### src/rtl/serializer_multilane_if.sv
// Handshake and beat bus between a word producer and the multi-lane serializer.
// The slave modport is the serializer's view; the master modport is the upstream/downstream view.
interface serializer_multilane_if #(
    parameter int LENGTH = 24,
    parameter int LANES  = 1
) ();
    logic              i_en;
    logic              i_din_valid;
    logic              o_din_ready;
    logic [LENGTH-1:0] iv_din;
    logic [LANES-1:0]  ov_dout;
    logic              o_dout_valid;
    logic              o_dout_first;
    logic              o_dout_last;
    logic              o_busy;

    modport slave (
        input  i_en, i_din_valid, iv_din,
        output o_din_ready, ov_dout, o_dout_valid, o_dout_first, o_dout_last, o_busy
    );

    modport master (
        output i_en, i_din_valid, iv_din,
        input  o_din_ready, ov_dout, o_dout_valid, o_dout_first, o_dout_last, o_busy
    );
endinterface

### src/rtl/serializer_multilane.sv
// Splits a LENGTH-bit word into LENGTH/LANES beats of LANES bits, LSB- or MSB-first,
// with first/last framing and gapless back-to-back word streaming.
module serializer_multilane #(
    parameter int LENGTH    = 24,
    parameter int LANES     = 1,
    parameter bit MSB_FIRST = 1'b0
) (
    input logic                  i_clk,
    input logic                  i_rst_n,
    serializer_multilane_if.slave bus
);
    localparam int BEATS = LENGTH / LANES;
    localparam int CW    = (BEATS > 1) ? $clog2(BEATS) : 1;
    localparam logic [CW-1:0] LAST_BEAT = CW'(BEATS - 1);

    generate
        if (LENGTH % LANES != 0) begin : g_bad_lanes
            $error("serializer_multilane: LANES (%0d) must divide LENGTH (%0d)", LANES, LENGTH);
        end
    endgenerate

    typedef enum logic {IDLE, SHIFT} state_t;

    state_t            state;
    logic [LENGTH-1:0] sreg;
    logic [CW-1:0]     beat;
    logic [LANES-1:0]  dout;
    logic              valid;
    logic              first;
    logic              last;
    logic              ready;
    logic              accept;

    // The beat leaving next always sits at the outgoing end of the shift register.
    function automatic logic [LANES-1:0] head(input logic [LENGTH-1:0] w);
        if (MSB_FIRST) return w[LENGTH-1 -: LANES];
        else           return w[LANES-1:0];
    endfunction

    function automatic logic [LENGTH-1:0] advance(input logic [LENGTH-1:0] w);
        if (MSB_FIRST) return w << LANES;
        else           return w >> LANES;
    endfunction

    // A new word can be taken while idle or while its predecessor's final beat is showing.
    assign ready  = bus.i_en & ((state == IDLE) | last);
    assign accept = ready & bus.i_din_valid;

    always_ff @(posedge i_clk or negedge i_rst_n) begin
        if (!i_rst_n) begin
            state <= IDLE;
            sreg  <= '0;
            beat  <= '0;
            dout  <= '0;
            valid <= 1'b0;
            first <= 1'b0;
            last  <= 1'b0;
        end else if (accept) begin
            state <= SHIFT;
            sreg  <= advance(bus.iv_din);
            beat  <= '0;
            dout  <= head(bus.iv_din);
            valid <= 1'b1;
            first <= 1'b1;
            last  <= (BEATS == 1);
        end else if (bus.i_en && state == SHIFT) begin
            if (last) begin
                state <= IDLE;
                sreg  <= '0;
                beat  <= '0;
                dout  <= '0;
                valid <= 1'b0;
                first <= 1'b0;
                last  <= 1'b0;
            end else begin
                beat  <= beat + CW'(1);
                dout  <= head(sreg);
                sreg  <= advance(sreg);
                first <= 1'b0;
                last  <= ((beat + CW'(1)) == LAST_BEAT);
            end
        end
    end

    assign bus.o_din_ready  = ready;
    assign bus.ov_dout      = dout;
    assign bus.o_dout_valid = valid;
    assign bus.o_dout_first = first;
    assign bus.o_dout_last  = last;
    assign bus.o_busy       = valid;
endmodule
### src/flat_wrapper.sv
// flat-port wrapper written by rule: the top's interface ports become plain ports
module serializer_multilane_flat 
#(
    parameter int LENGTH    = 24,
    parameter int LANES     = 1,
    parameter bit MSB_FIRST = 1'b0
)
  (i_clk, i_rst_n, bus_i_en, bus_i_din_valid, bus_iv_din, bus_o_din_ready, bus_ov_dout, bus_o_dout_valid, bus_o_dout_first, bus_o_dout_last, bus_o_busy);
  serializer_multilane_if #(.LENGTH(LENGTH), .LANES(LANES)) bus_i ();
  input logic i_clk;
  input logic i_rst_n;
  input wire logic [$bits(bus_i.i_en)-1:0] bus_i_en;
  input wire logic [$bits(bus_i.i_din_valid)-1:0] bus_i_din_valid;
  input wire logic [$bits(bus_i.iv_din)-1:0] bus_iv_din;
  output wire logic [$bits(bus_i.o_din_ready)-1:0] bus_o_din_ready;
  output wire logic [$bits(bus_i.ov_dout)-1:0] bus_ov_dout;
  output wire logic [$bits(bus_i.o_dout_valid)-1:0] bus_o_dout_valid;
  output wire logic [$bits(bus_i.o_dout_first)-1:0] bus_o_dout_first;
  output wire logic [$bits(bus_i.o_dout_last)-1:0] bus_o_dout_last;
  output wire logic [$bits(bus_i.o_busy)-1:0] bus_o_busy;
  assign bus_i.i_en = bus_i_en;
  assign bus_i.i_din_valid = bus_i_din_valid;
  assign bus_i.iv_din = bus_iv_din;
  assign bus_o_din_ready = bus_i.o_din_ready;
  assign bus_ov_dout = bus_i.ov_dout;
  assign bus_o_dout_valid = bus_i.o_dout_valid;
  assign bus_o_dout_first = bus_i.o_dout_first;
  assign bus_o_dout_last = bus_i.o_dout_last;
  assign bus_o_busy = bus_i.o_busy;
  serializer_multilane #(.LENGTH(LENGTH), .LANES(LANES), .MSB_FIRST(MSB_FIRST)) u_core (.i_clk(i_clk), .i_rst_n(i_rst_n), .bus(bus_i));
endmodule
### config.mk
export PLATFORM = sky130hd
export DESIGN_NAME = serializer_multilane_flat
export DESIGN_NICKNAME = d
export VERILOG_FILES = /design/src/rtl/serializer_multilane_if.sv /design/src/rtl/serializer_multilane.sv /design/src/flat_wrapper.sv
export SDC_FILE = /design/constraint.sdc
export NUM_CORES = 1
export LEC_CHECK = 0
export ABC_AREA = 0
export CAP_MARGIN = 20
export CORE_ASPECT_RATIO = 1.4
export CORE_MARGIN = 2
export CORE_UTILIZATION = 57
export CTS_BUF_LIST = sky130_fd_sc_hd__clkbuf_4
export DETAILED_ROUTE_END_ITERATION = 6
export PLACE_DENSITY = 0.87
export RECOVER_POWER = 25
export SLEW_MARGIN = 30
export SYNTH_ARGS = -nofsm -noshare
export SYNTH_HDL_FRONTEND = slang
export SYNTH_SLANG_ARGS = --single-unit
export TNS_END_PERCENT = 20
### constraint.sdc
create_clock -name i_clk -period 2.8 [get_ports i_clk]
set_input_delay 0.42 -clock i_clk [delete_from_list [all_inputs] [get_ports i_clk]]
set_output_delay 0.42 -clock i_clk [all_outputs]
set_load 0.005 [all_outputs]
==> results by group <==
STA
  • Worst-margin pin slew: between 1.5 and 2 ns
  • Worst hold margin: between 0.5 and 0.6 ns
  • Crit share post-route: 86.5%
  • Final hold violations: 0
  • Worst rel slew slack: -12.5%
  • Setup violators final: 0
  • Slew Limit Fails: 33
  • Clock Skew: approximately 0.0045 ns
  • Unrepaired setup endpoints after global routing: false
  • Fmax: 413 MHz
  • Setup TNS: 0 ns
  • Period minus WS final: about 2.4 ns

Power and ir drop
  • Leakage power: between 0.9 and 1 nW
  • Total net switching power: ~0.63 mW
  • Design Power: roughly 1.7 mW
  • Pwr dens: about 860 nW/um^2
  • Logic pwr share: just over 40%
  • Clock share of power: 13.0%
  • Worst IR Drop VDD: between 0.0004 and 0.0005 V
  • Sw frac: 36.4%
  • Internal power: 1.10 mW
  • Flop pwr share: a little under half

Clock network
  • CTS Buf Count: 5
  • CTS tree: built
  • CTS Hold Buffers Added: 0
  • Reg clk slew, reported paths: ~0.09 ns
  • H-tree levels: 2
  • Postcts setup bufs: 0
  • Post_cts resized: 0
  • Max Buffers Root-to-Sink: 2
  • Clk Latency, worst-skew pair: around 0.33 ns
  • Clock root buffer: clkbuf_4
  • Clock sinks: 32

Yosys
  • Top-area cell type share of the netlist area: between 40% and 50%
  • Cell count after synthesis: 177
  • Synth area leader: dfrtp_1
  • Seq/Total Area, Yosys: a little under half
  • #FFs+latches synth: 32
  • Post-Syn Area: approximately 1700 um^2
  • Cell variety after synth: 29
  • Average size of a mapped cell: around 9.6 um^2
  • Ys Warns: 0
  • Net Count, Synth: roughly 210
  • Top cells by area, synth: dfrtp_1 (47%), a211o_1 (7.8%), nand3_1 (7.1%)

Floorplanning
  • Num ports: 34
  • Die W: between 50 and 60 um
  • DIE AREA: approximately 3400 um^2
  • Core Footprint: around 2800 um^2
  • Starting Density: 59.5%
  • Num rows: 23
  • Die height: just under 70 um

Routing
  • Residual DRC: 0
  • Post-Route WL: 3.45 mm
  • Iteration-0 DRC count of the detailed router: 53
  • Routed Antenna Nets: 0
  • First-pass detailed-route iteration total: 4
  • Vias per cell: approximately 6
  • Routed WL per cell: 14.4 um
  • Via count: between 1000 and 1500

Global routing
  • GRT Total Usage: between 20% and 30%
  • First-pass GRT wire length: 5.78 mm
  • Vias in the first global route: 1323
  • Largest net degree at the start of global routing: 40
  • Remaining Overflow, GRT: 0
  • Antenna violations before repair: 0

Layout
  • Final-layout fill cell count: 210
  • Design area: a little over 2000 um^2
  • FF+latch area: 801 um^2
  • Layout cells sized above 1: ~6.9%
  • Final net count: roughly 230
  • Multi-input logic area: 723 um^2
  • Final Core Density: between 70% and 80%
  • Synthesis-to-finish area growth: 19.3%
  • Antenna diodes: 0

Critical path
  • R2R cell count: 4
  • Worst-path cell with the longest stage delay: dfrtp_1
  • Crit-path cells: nand2b_4 > and2_1 > clkdlybuf4s50_1
  • Worst R2R Setup Slack: between 0.9 and 1 ns
  • Max incr delay on CP: 0.76 ns
  • Crit start category: flip-flop
  • Buf/Inv on CP: 1
  • Critical path endpoint: bus_o_din_ready
  • Worst R2R Start: u_core.bus.o_dout_last
  • Stages on the worst setup path: 3
  • Kind of cell adding the most delay to the critical path: flip-flops
  • Crit path from: u_core.bus.o_dout_last
  • Critical path required time: ~2.4 ns
  • Arrival @ worst endpoint: ~2.0 ns
  • CP max FO: 20
  • Critical path capture point type: output port
  • Critical path class: flip-flop to output port
  • Reg2reg end: u_core.sreg[0]

Placement
  • Cell Area, Placed: just under 2000 um^2
  • # port buffers: 33
  • DP Wirelength: between 2 and 2.5 mm
  • Routability congestion estimate from global placement: about 0.78

Status
  • Status: finished with violations
  • Failing checks: max-capacitance violations, max-slew violations

Worst hold path
  • Worst min-delay path class: flip-flop to flip-flop

Run
  • # Max-Cap Violations: 1
cells in the final DEF, fill, tap and decap left out, types with 4 or more instances in the layout:
master / count
a22o_1: 4
dfrtp_1: 32
clkdlybuf4s50_1: 32
clkbuf_4: 5
nand3_1: 24
nand2_1: 11
a211o_1: 15
a22oi_1: 7
inv_1: 17
a31oi_1: 15
nor2_1: 16
through the flow:
| stage | cells | worst slack (ns) |
|---|---|---|
| 2_1_floorplan | 177 | 1.54 |
| 3_3_place_gp | 234 | 0.722 |
| 3_5_place_dp | 234 | 0.714 |
| 4_1_cts | 239 | 0.359 |
| 5_1_grt | 239 | 0.246 |
| 6_report | 239 | 0.379 |
power groups by stage:
stage / Clock, mW / Sequential [mW] / Combinational, mW
2_1_floorplan: 0 / 0.771 / 0.565
3_3_place_gp: 0 / 0.790 / 0.682
3_5_place_dp: 0 / 0.804 / 0.712
4_1_cts: 0.232 / 0.795 / 0.717
5_1_grt: 0.252 / 0.819 / 0.806
6_report: 0.224 / 0.797 / 0.711
layout make-up:
type | instances | share of cell area (%)
Clock buffer | 5 | 1.86
Inverter | 17 | 3.16
Multi-Input combinational cell | 112 | 35.8
Sequential cell | 32 | 39.6
Tap cell | 37 | 2.29
Timing Repair Buffer | 36 | 17.3
worst min path at each step:
stage	cells past startpoint	startpoint	slack [ns]	endpoint
after global placement	1	u_core.bus.o_dout_first	0.46	u_core.bus.o_dout_first
after floorplan	0	i_rst_n	0.12	u_core.beat[0]
final	1	u_core.bus.o_dout_first	0.51	u_core.bus.o_dout_first
after detailed placement	1	u_core.bus.o_dout_first	0.49	u_core.bus.o_dout_first
after CTS	2	i_rst_n	0.49	u_core.sreg[4]
after global routing	1	u_core.bus.o_dout_first	0.52	u_core.bus.o_dout_first
cells in the mapped netlist, drive strengths merged:
cell type and count:
and2 3, o21ai 3, dfrtp 32, a211o 15
and3b 1, nand3 24, a221o 1, o21a 1
a22oi 7, xor2 1, clkbuf 1, nand4b 1
nand2 11, a31oi 15, nand2b 1, a22o 4
o41ai 1, inv 17, buf 15, xnor2 2
ha 2, nor2 16, a21o 1, mux2 2
metal layers:
layer	vias to the layer above	GRT usage (%)	share of wire, %
li1	676	-	-
met1	689	24.9	41
met2	36	40.5	53
met3	8	6.47	4.5
met4	0	11.5	2.2
met5	-	0	0
registers in the layout, indices dropped and copies added, names as in the netlist:
name                     flops
u_core.state                 1
u_core.bus.ov_dout           1
u_core.sreg                 23
u_core.bus.o_dout_last       1
u_core.beat                  5
u_core.bus.o_dout_first      1
kinds of logic after synthesis:
group	share of synthesized area (%)
flip-flops	47.3
buffers and inverters	10.3
AO/OA/AOI/OAI	21.8
AND/OR/NAND/NOR	16.3
adder cells (fa/ha/maj)	1.48
multiplexers	1.33
XOR/XNOR	1.55
No activity file was read; power rests on OpenSTA's default activity.
